**config.mk**
```make
export PLATFORM = sky130hd
export DESIGN_NAME = secded_stream_decoder
export DESIGN_NICKNAME = d
export VERILOG_FILES = /design/src/rtl/secded_pkg.sv /design/src/rtl/secded_dec.sv /design/src/rtl/secded_stream_decoder.sv
export SDC_FILE = /design/constraint.sdc
export NUM_CORES = 1
export LEC_CHECK = 0
export ABC_AREA = 1
export CORE_MARGIN = 4
export CORE_UTILIZATION = 36
export DETAILED_ROUTE_END_ITERATION = 10
export PLACE_DENSITY_LB_ADDON = 0.15
export SLEW_MARGIN = 20
export SYNTH_ARGS = -nofsm -noshare
export SYNTH_HDL_FRONTEND = slang
export SYNTH_SLANG_ARGS = --single-unit
```
**constraint.sdc**
```tcl
create_clock -name clk -period 5.8 [get_ports clk]
set_input_delay 0.58 -clock clk [delete_from_list [all_inputs] [get_ports clk]]
set_output_delay 0.58 -clock clk [all_outputs]
set_load 0.02 [all_outputs]
```
**src/rtl/secded_pkg.sv**
```systemverilog
// Shared FSM state, flag encoding and codeword size helpers for the
// SECDED stream decoder.
package secded_pkg;

    typedef enum logic [1:0] {
        ST_IDLE = 2'd0,
        ST_RD   = 2'd1,
        ST_DEC  = 2'd2,
        ST_WR   = 2'd3
    } state_t;

    typedef logic [1:0] flag_t;

    localparam flag_t CLEAN = 2'b00;
    localparam flag_t SEC   = 2'b01;
    localparam flag_t DED   = 2'b10;

    function automatic int cw_bits(input int p);
        return 1 << p;
    endfunction

    function automatic int dw_bits(input int p);
        return (1 << p) - p - 1;
    endfunction

    function automatic int nb_bytes(input int p);
        return (1 << p) / 8;
    endfunction

    // Codeword position of data bit j (0-based): the j-th non-power-of-two position >= 3.
    function automatic int data_pos(input int j);
        int n;
        data_pos = 0;
        n        = 0;
        for (int i = 3; i < 64; i++) begin
            if ((i & (i - 1)) != 0) begin
                if (n == j) data_pos = i;
                n++;
            end
        end
    endfunction

endpackage

```
**src/rtl/secded_dec.sv**
```systemverilog
// Combinational extended-Hamming decode: syndrome, overall parity,
// single-bit correction, classification flag and data extraction.
module secded_dec
    import secded_pkg::*;
#(
    parameter int P = 4
) (
    input  logic [cw_bits(P)-1:0] code,
    output flag_t                 flag,
    output logic [dw_bits(P)-1:0] data
);

    localparam int CW = cw_bits(P);
    localparam int DW = dw_bits(P);

    logic [P-1:0]  syn;
    logic          q;
    logic [CW-1:0] fixed;

    always_comb begin
        syn = '0;
        q   = 1'b0;
        for (int i = 0; i < CW; i++) begin
            if (code[i]) begin
                syn = syn ^ P'(i);
                q   = ~q;
            end
        end

        // Odd parity means a single flip at position syn; syn=0 is p0 itself.
        fixed = code;
        if (q) fixed[syn] = ~code[syn];

        if (q)               flag = SEC;
        else if (syn != '0)  flag = DED;
        else                 flag = CLEAN;

        data = '0;
        for (int j = 0; j < DW; j++) data[j] = fixed[data_pos(j)];
    end

endmodule

```
**src/rtl/secded_stream_decoder.sv**
```systemverilog
// Streams SECDED codewords from memory byte-by-byte, decodes each one and
// writes back {flag, zeros, data}, counting corrected and detected errors.
//
// state   | meaning
// IDLE    | waiting for start; done holds result of last run
// RD      | reading NB source bytes, LSB first
// DEC     | one cycle: decode buffered word, update counters
// WR      | writing NB result bytes, LSB first
module secded_stream_decoder
    import secded_pkg::*;
#(
    parameter int P      = 4,
    parameter int ADDR_W = 8
) (
    input  logic              clk,
    input  logic              reset,
    input  logic              start,
    input  logic [ADDR_W-1:0] count,
    input  logic [ADDR_W-1:0] src_base,
    input  logic [ADDR_W-1:0] dst_base,
    output logic [ADDR_W-1:0] mem_addr,
    input  logic [7:0]        mem_rdata,
    output logic              mem_we,
    output logic [7:0]        mem_wdata,
    output logic              busy,
    output logic              done,
    output logic [7:0]        sec_cnt,
    output logic [7:0]        ded_cnt
);

    localparam int CW = cw_bits(P);
    localparam int DW = dw_bits(P);
    localparam int NB = nb_bytes(P);

    state_t            state, state_nxt;
    logic [2:0]        byte_idx;
    logic              last_byte;
    logic [ADDR_W-1:0] words_left;
    logic [ADDR_W-1:0] rd_addr;
    logic [ADDR_W-1:0] wr_addr;
    logic [CW-1:0]     word_buf;
    logic [CW-1:0]     result;
    logic [CW-1:0]     result_word;
    flag_t             dec_flag;
    logic [DW-1:0]     dec_data;

    secded_dec #(.P(P)) u_dec (
        .code (word_buf),
        .flag (dec_flag),
        .data (dec_data)
    );

    assign last_byte = (byte_idx == 3'(NB - 1));

    always_comb begin
        result_word            = '0;
        result_word[CW-1 -: 2] = dec_flag;
        result_word[DW-1:0]    = dec_data;
    end

    always_ff @(posedge clk or negedge reset) begin
        if (!reset) state <= ST_IDLE;
        else        state <= state_nxt;
    end

    always_comb begin
        state_nxt = state;
        busy      = (state != ST_IDLE);
        mem_we    = 1'b0;
        mem_wdata = '0;
        mem_addr  = '0;
        case (state)
            ST_IDLE: if (start && count != '0) state_nxt = ST_RD;
            ST_RD: begin
                mem_addr = rd_addr;
                if (last_byte) state_nxt = ST_DEC;
            end
            ST_DEC: state_nxt = ST_WR;
            ST_WR: begin
                mem_we    = 1'b1;
                mem_wdata = result[7:0];
                mem_addr  = wr_addr;
                if (last_byte) state_nxt = (words_left == ADDR_W'(1)) ? ST_IDLE : ST_RD;
            end
            default: state_nxt = ST_IDLE;
        endcase
    end

    always_ff @(posedge clk or negedge reset) begin
        if (!reset) begin
            byte_idx   <= '0;
            words_left <= '0;
            rd_addr    <= '0;
            wr_addr    <= '0;
            word_buf   <= '0;
            result     <= '0;
            done       <= 1'b0;
            sec_cnt    <= '0;
            ded_cnt    <= '0;
        end else begin
            case (state)
                ST_IDLE: if (start) begin
                    words_left <= count;
                    rd_addr    <= src_base;
                    wr_addr    <= dst_base;
                    byte_idx   <= '0;
                    done       <= (count == '0);
                    sec_cnt    <= '0;
                    ded_cnt    <= '0;
                end
                ST_RD: begin
                    word_buf <= {mem_rdata, word_buf[CW-1:8]};
                    rd_addr  <= rd_addr + ADDR_W'(1);
                    byte_idx <= last_byte ? 3'd0 : byte_idx + 3'd1;
                end
                ST_DEC: begin
                    result <= result_word;
                    if (dec_flag == SEC && sec_cnt != 8'hFF) sec_cnt <= sec_cnt + 8'd1;
                    if (dec_flag == DED && ded_cnt != 8'hFF) ded_cnt <= ded_cnt + 8'd1;
                end
                ST_WR: begin
                    result   <= {8'h00, result[CW-1:8]};
                    wr_addr  <= wr_addr + ADDR_W'(1);
                    byte_idx <= last_byte ? 3'd0 : byte_idx + 3'd1;
                    if (last_byte) begin
                        words_left <= words_left - ADDR_W'(1);
                        if (words_left == ADDR_W'(1)) done <= 1'b1;
                    end
                end
                default: ;
            endcase
        end
    end

endmodule

```
==> impl_results.html <==
<table>
<tr><th>Metric</th><th>Value</th></tr>
<tr><th colspan="2">Logic synthesis</th></tr>
<tr><td>Number of flip-flops and latches in the synthesized netlist</td><td>75</td></tr>
<tr><td>Share of flip-flops with an asynchronous set or reset</td><td>100%</td></tr>
<tr><td>Number of library cell types mapped by synthesis</td><td>39</td></tr>
<tr><td>Cell with the most instances after synthesis</td><td>sky130_fd_sc_hd__nand2_1</td></tr>
<tr><td>Ranking of synthesized cells by instance count</td><td>sky130_fd_sc_hd__nand2_1, sky130_fd_sc_hd__dfrtp_1, sky130_fd_sc_hd__inv_1, sky130_fd_sc_hd__nand3_1, sky130_fd_sc_hd__nor2_1</td></tr>
<tr><td>Largest cells by area after synthesis</td><td>sky130_fd_sc_hd__dfrtp_1, sky130_fd_sc_hd__nand2_1, sky130_fd_sc_hd__nand3_1, sky130_fd_sc_hd__inv_1, sky130_fd_sc_hd__o21ai_0</td></tr>
<tr><td>Proportion of netlist area held by the largest area contributor</td><td>37.1%</td></tr>
<tr><td>Mean cell area of the mapped netlist</td><td>7.00 um2</td></tr>
<tr><td>Seq/Total Area, Yosys</td><td>37.1%</td></tr>
<tr><td>Synthesized net count</td><td>767</td></tr>
<tr><td>Cells after synthesis</td><td>722</td></tr>
<tr><td>Post-synth EDFFs</td><td>0</td></tr>
<tr><td>Yosys warnings</td><td>0</td></tr>
<tr><td>Dominant register cell in the synthesized netlist</td><td>sky130_fd_sc_hd__dfrtp_1</td></tr>
<tr><td>Area leader, netlist</td><td>sky130_fd_sc_hd__dfrtp_1</td></tr>
<tr><td>Post-Synthesis Cell Area</td><td>5060 um2</td></tr>
<tr><th colspan="2">Layout</th></tr>
<tr><td>Fraction of layout instances using a drive strength above 1</td><td>9.67%</td></tr>
<tr><td>P&amp;R area growth vs syn</td><td>22.6%</td></tr>
<tr><td>Antenna diode count</td><td>0</td></tr>
<tr><td>Number of nets in the finished design</td><td>826</td></tr>
<tr><td>Final instance area</td><td>6200 um2</td></tr>
<tr><td>Post-route core utilization</td><td>44.8%</td></tr>
<tr><th colspan="2">STA</th></tr>
<tr><td>Count of final hold-check violations</td><td>0</td></tr>
<tr><td>Unrepaired setup endpoints after global routing</td><td>no</td></tr>
<tr><td>Tightest slew margin relative to the limit</td><td>40.9%</td></tr>
<tr><td>Setup violations, final</td><td>0</td></tr>
<tr><td>Maximum clock rate</td><td>323 MHz</td></tr>
<tr><td>Worst clock skew</td><td>0.00586 ns</td></tr>
<tr><td>Pins over their slew limit</td><td>0</td></tr>
<tr><td>Portion of the clock cycle consumed by the worst path in the final layout</td><td>53.3%</td></tr>
<tr><td>Transition time at the pin with the least slew margin</td><td>0.883 ns</td></tr>
<tr><td>Period minus WS final</td><td>3.09 ns</td></tr>
<tr><td>TNS Setup</td><td>0 ns</td></tr>
<tr><th colspan="2">Global routing</th></tr>
<tr><td>Vias in the first global route</td><td>4404</td></tr>
<tr><td>Pin count of the biggest net entering global routing</td><td>76</td></tr>
<tr><td>Global-route wire length before repair</td><td>21500 um</td></tr>
<tr><td>Initial antenna violation count</td><td>0</td></tr>
<tr><td>Total routing usage reported by global routing</td><td>16.3%</td></tr>
<tr><td>GR Overflow Total</td><td>0</td></tr>
<tr><th colspan="2">Flow run</th></tr>
<tr><td>Count of maximum capacitance violations</td><td>0</td></tr>
<tr><th colspan="2">Place</th></tr>
<tr><td>Routability congestion estimate</td><td>0.870</td></tr>
<tr><td>Placed wire-length estimate after detailed placement</td><td>9280 um</td></tr>
<tr><td>Post-detailed-placement cell area</td><td>5870 um2</td></tr>
<tr><td>Count of input and output buffers</td><td>69</td></tr>
<tr><th colspan="2">Floorplanning</th></tr>
<tr><td>Core area</td><td>13800 um2</td></tr>
<tr><td>Initial core utilization</td><td>36.6%</td></tr>
<tr><td>Total number of placement rows</td><td>43</td></tr>
<tr><td>IO Count</td><td>70</td></tr>
<tr><td>Total Die Area</td><td>16000 um2</td></tr>
<tr><td>Floorplan die width</td><td>127 um</td></tr>
<tr><td>Y dimension of the die</td><td>127 um</td></tr>
<tr><th colspan="2">Critical path</th></tr>
<tr><td>Sort of element at the end of the critical path</td><td>primary output</td></tr>
<tr><td>Crit path required time</td><td>5.22 ns</td></tr>
<tr><td>Max stage delay cell, worst path</td><td>sky130_fd_sc_hd__clkdlybuf4s50_1</td></tr>
<tr><td>Reg-to-reg setup timing slack</td><td>3.20 ns</td></tr>
<tr><td>Cell occurring most often along the worst timing path</td><td>sky130_fd_sc_hd__inv_1</td></tr>
<tr><td>Worst Setup Path Type</td><td>reg2out</td></tr>
<tr><td>Critical path data arrival time</td><td>2.51 ns</td></tr>
<tr><td>Cells along the critical path</td><td>inv_1 &gt; ha_1 &gt; buf_4 &gt; inv_1 &gt; o22ai_1 &gt; clkdlybuf4s50_1</td></tr>
<tr><td>Startpoint of the worst-slack reg-to-reg timing path</td><td>state[1]</td></tr>
<tr><td>Largest fanout of any net on the critical path</td><td>42</td></tr>
<tr><td>Critical path's largest stage delay</td><td>0.63 ns</td></tr>
<tr><td>Crit path launch type</td><td>register</td></tr>
<tr><td>Reg2Reg Capture Point</td><td>words_left[7]</td></tr>
<tr><td>Logic depth of the worst register-to-register path</td><td>9</td></tr>
<tr><th colspan="2">Detailed routing</th></tr>
<tr><td>Vias per inst</td><td>4.92</td></tr>
<tr><td>Vias post-DR</td><td>4754</td></tr>
<tr><td>WL/cell</td><td>13.2 um</td></tr>
<tr><td>First-pass DRT Iterations</td><td>5</td></tr>
<tr><td>Count of unresolved DRC violations after routing</td><td>0</td></tr>
<tr><td>Routed WL</td><td>12800 um</td></tr>
<tr><td>Final ANT Viol Nets</td><td>0</td></tr>
<tr><td>Starting DRC count in detailed routing</td><td>387</td></tr>
<tr><th colspan="2">Clocking</th></tr>
<tr><td>Clock root buffer</td><td>sky130_fd_sc_hd__clkbuf_16</td></tr>
<tr><td>Clock tree from TritonCTS</td><td>done</td></tr>
<tr><td>Post CTS Setup Buffer Count</td><td>0</td></tr>
<tr><td>Number of resized instances in the post-cts repair step</td><td>0</td></tr>
<tr><td>CTS clk-pin slew, worst paths</td><td>0.06 ns</td></tr>
<tr><td>Clock tree sinks</td><td>75</td></tr>
<tr><td>Buffers from clock root to sink, at most</td><td>2</td></tr>
<tr><td>Deepest level of the CTS H-tree</td><td>3</td></tr>
<tr><td>Clock latency at the later pin of the worst-skew pair</td><td>0.34 ns</td></tr>
<tr><td>Quantity of hold-fixing buffers added after cts</td><td>0</td></tr>
<tr><td>Clock buffers created by TritonCTS</td><td>9</td></tr>
<tr><th colspan="2">Power</th></tr>
<tr><td>Peak supply drop</td><td>0.000113 V</td></tr>
<tr><td>Leakage power summed over all cells</td><td>3.06 nW</td></tr>
<tr><td>Power density over cell area</td><td>247 nW/um2</td></tr>
<tr><th colspan="2">Worst hold path</th></tr>
<tr><td>Class of the tightest hold or removal check</td><td>in2async</td></tr>
<tr><th colspan="2">Status</th></tr>
<tr><td>Outcome</td><td>finished, final reports clean</td></tr>
</table>
-- flip-flops by register name, indices dropped and copies added (netlist names) --
register    count
word_buf       16
result         13
ded_cnt         8
rd_addr         8
sec_cnt         8
words_left      8
wr_addr         8
byte_idx        3
state           2
done            1
-- critical path, delay by kind of cell, from the launching register on --
| family | cells | cell delay (ns) |
|---|---|---|
| adder cells (fa/ha/maj) | 1 | 0.15 |
| flip-flops | 1 | 0.41 |
| buffers and inverters | 4 | 1.39 |
| AO/OA/AOI/OAI | 1 | 0.21 |
-- per-stage QoR --
| step | cells | hold slack, ns | worst slack (ns) | total power (W) |
|---|---|---|---|---|
| after floorplan | 722 | 0.284 | 3.55 | 0.000831 |
| after global placement | 949 | 0.469 | 3.08 | 0.000950 |
| after detailed placement | 949 | 0.470 | 3.03 | 0.000954 |
| after CTS | 965 | 0.453 | 2.65 | 0.00155 |
| after global routing | 966 | 0.257 | 2.45 | 0.00162 |
| final | 966 | 0.214 | 2.71 | 0.00153 |
-- kinds of logic after synthesis --
group / share of synthesized area (%)
xor gates and xnor gates: 5.07
and+or+nand+nor: 33.9
adders and majority gates: 2.47
AOI/OAI and AO/OA: 12.9
DFF: 37.1
buffers and inverters: 8.61
-- worst max path at each step --
stage | startpoint | depth (start not counted) | to
global placement | start | 7 | words_left[5]
finish | state[1] | 6 | mem_addr[3]
global route | state[1] | 6 | mem_addr[3]
CTS | state[1] | 6 | mem_addr[3]
floorplan | state[1] | 5 | mem_addr[1]
detailed placement | start | 7 | words_left[5]
-- final cells by class --
| type | count | area [um2] |
|---|---|---|
| fillers | 1383 | 7630 |
| multi-input cells | 539 | 2750 |
| flip-flops and latches | 75 | 1880 |
| repair buffers | 72 | 723 |
| inverters | 84 | 315 |
| clock buffers | 12 | 267 |
| well taps | 180 | 225 |
| clock inverters | 4 | 47.5 |
-- cells in the final DEF, fill, tap and decap left out, types with 10 or more instances in the layout --
| cell type | n |
|---|---|
| sky130_fd_sc_hd__nand3_1 | 56 |
| sky130_fd_sc_hd__dfrtp_1 | 75 |
| sky130_fd_sc_hd__a21oi_1 | 16 |
| sky130_fd_sc_hd__o21ai_0 | 51 |
| sky130_fd_sc_hd__xor2_1 | 14 |
| sky130_fd_sc_hd__clkdlybuf4s50_1 | 68 |
| sky130_fd_sc_hd__ha_1 | 10 |
| sky130_fd_sc_hd__nand2_2 | 17 |
| sky130_fd_sc_hd__inv_1 | 74 |
| sky130_fd_sc_hd__nand2_1 | 235 |
| sky130_fd_sc_hd__o211ai_1 | 13 |
| sky130_fd_sc_hd__nor2_1 | 53 |
-- power by group --
group,internal [W],leakage [nW],switching (W)
Combinational,0.000143,1.96,0.000200
Clock,0.000367,0.155,0.000221
Sequential,0.000551,0.950,0.0000485
-- routing by layer --
| metal | vias up | GRT usage [%] | share of wire (%) |
|---|---|---|---|
| met3 | 15 | 2.48 | 3.2 |
| met1 | 2212 | 22.3 | 48 |
| met2 | 91 | 25.8 | 47 |
| met5 | - | 0 | 0 |
| met4 | 0 | 6.50 | 1.8 |
| li1 | 2436 | - | - |
Power figures use the tool's default switching activity.
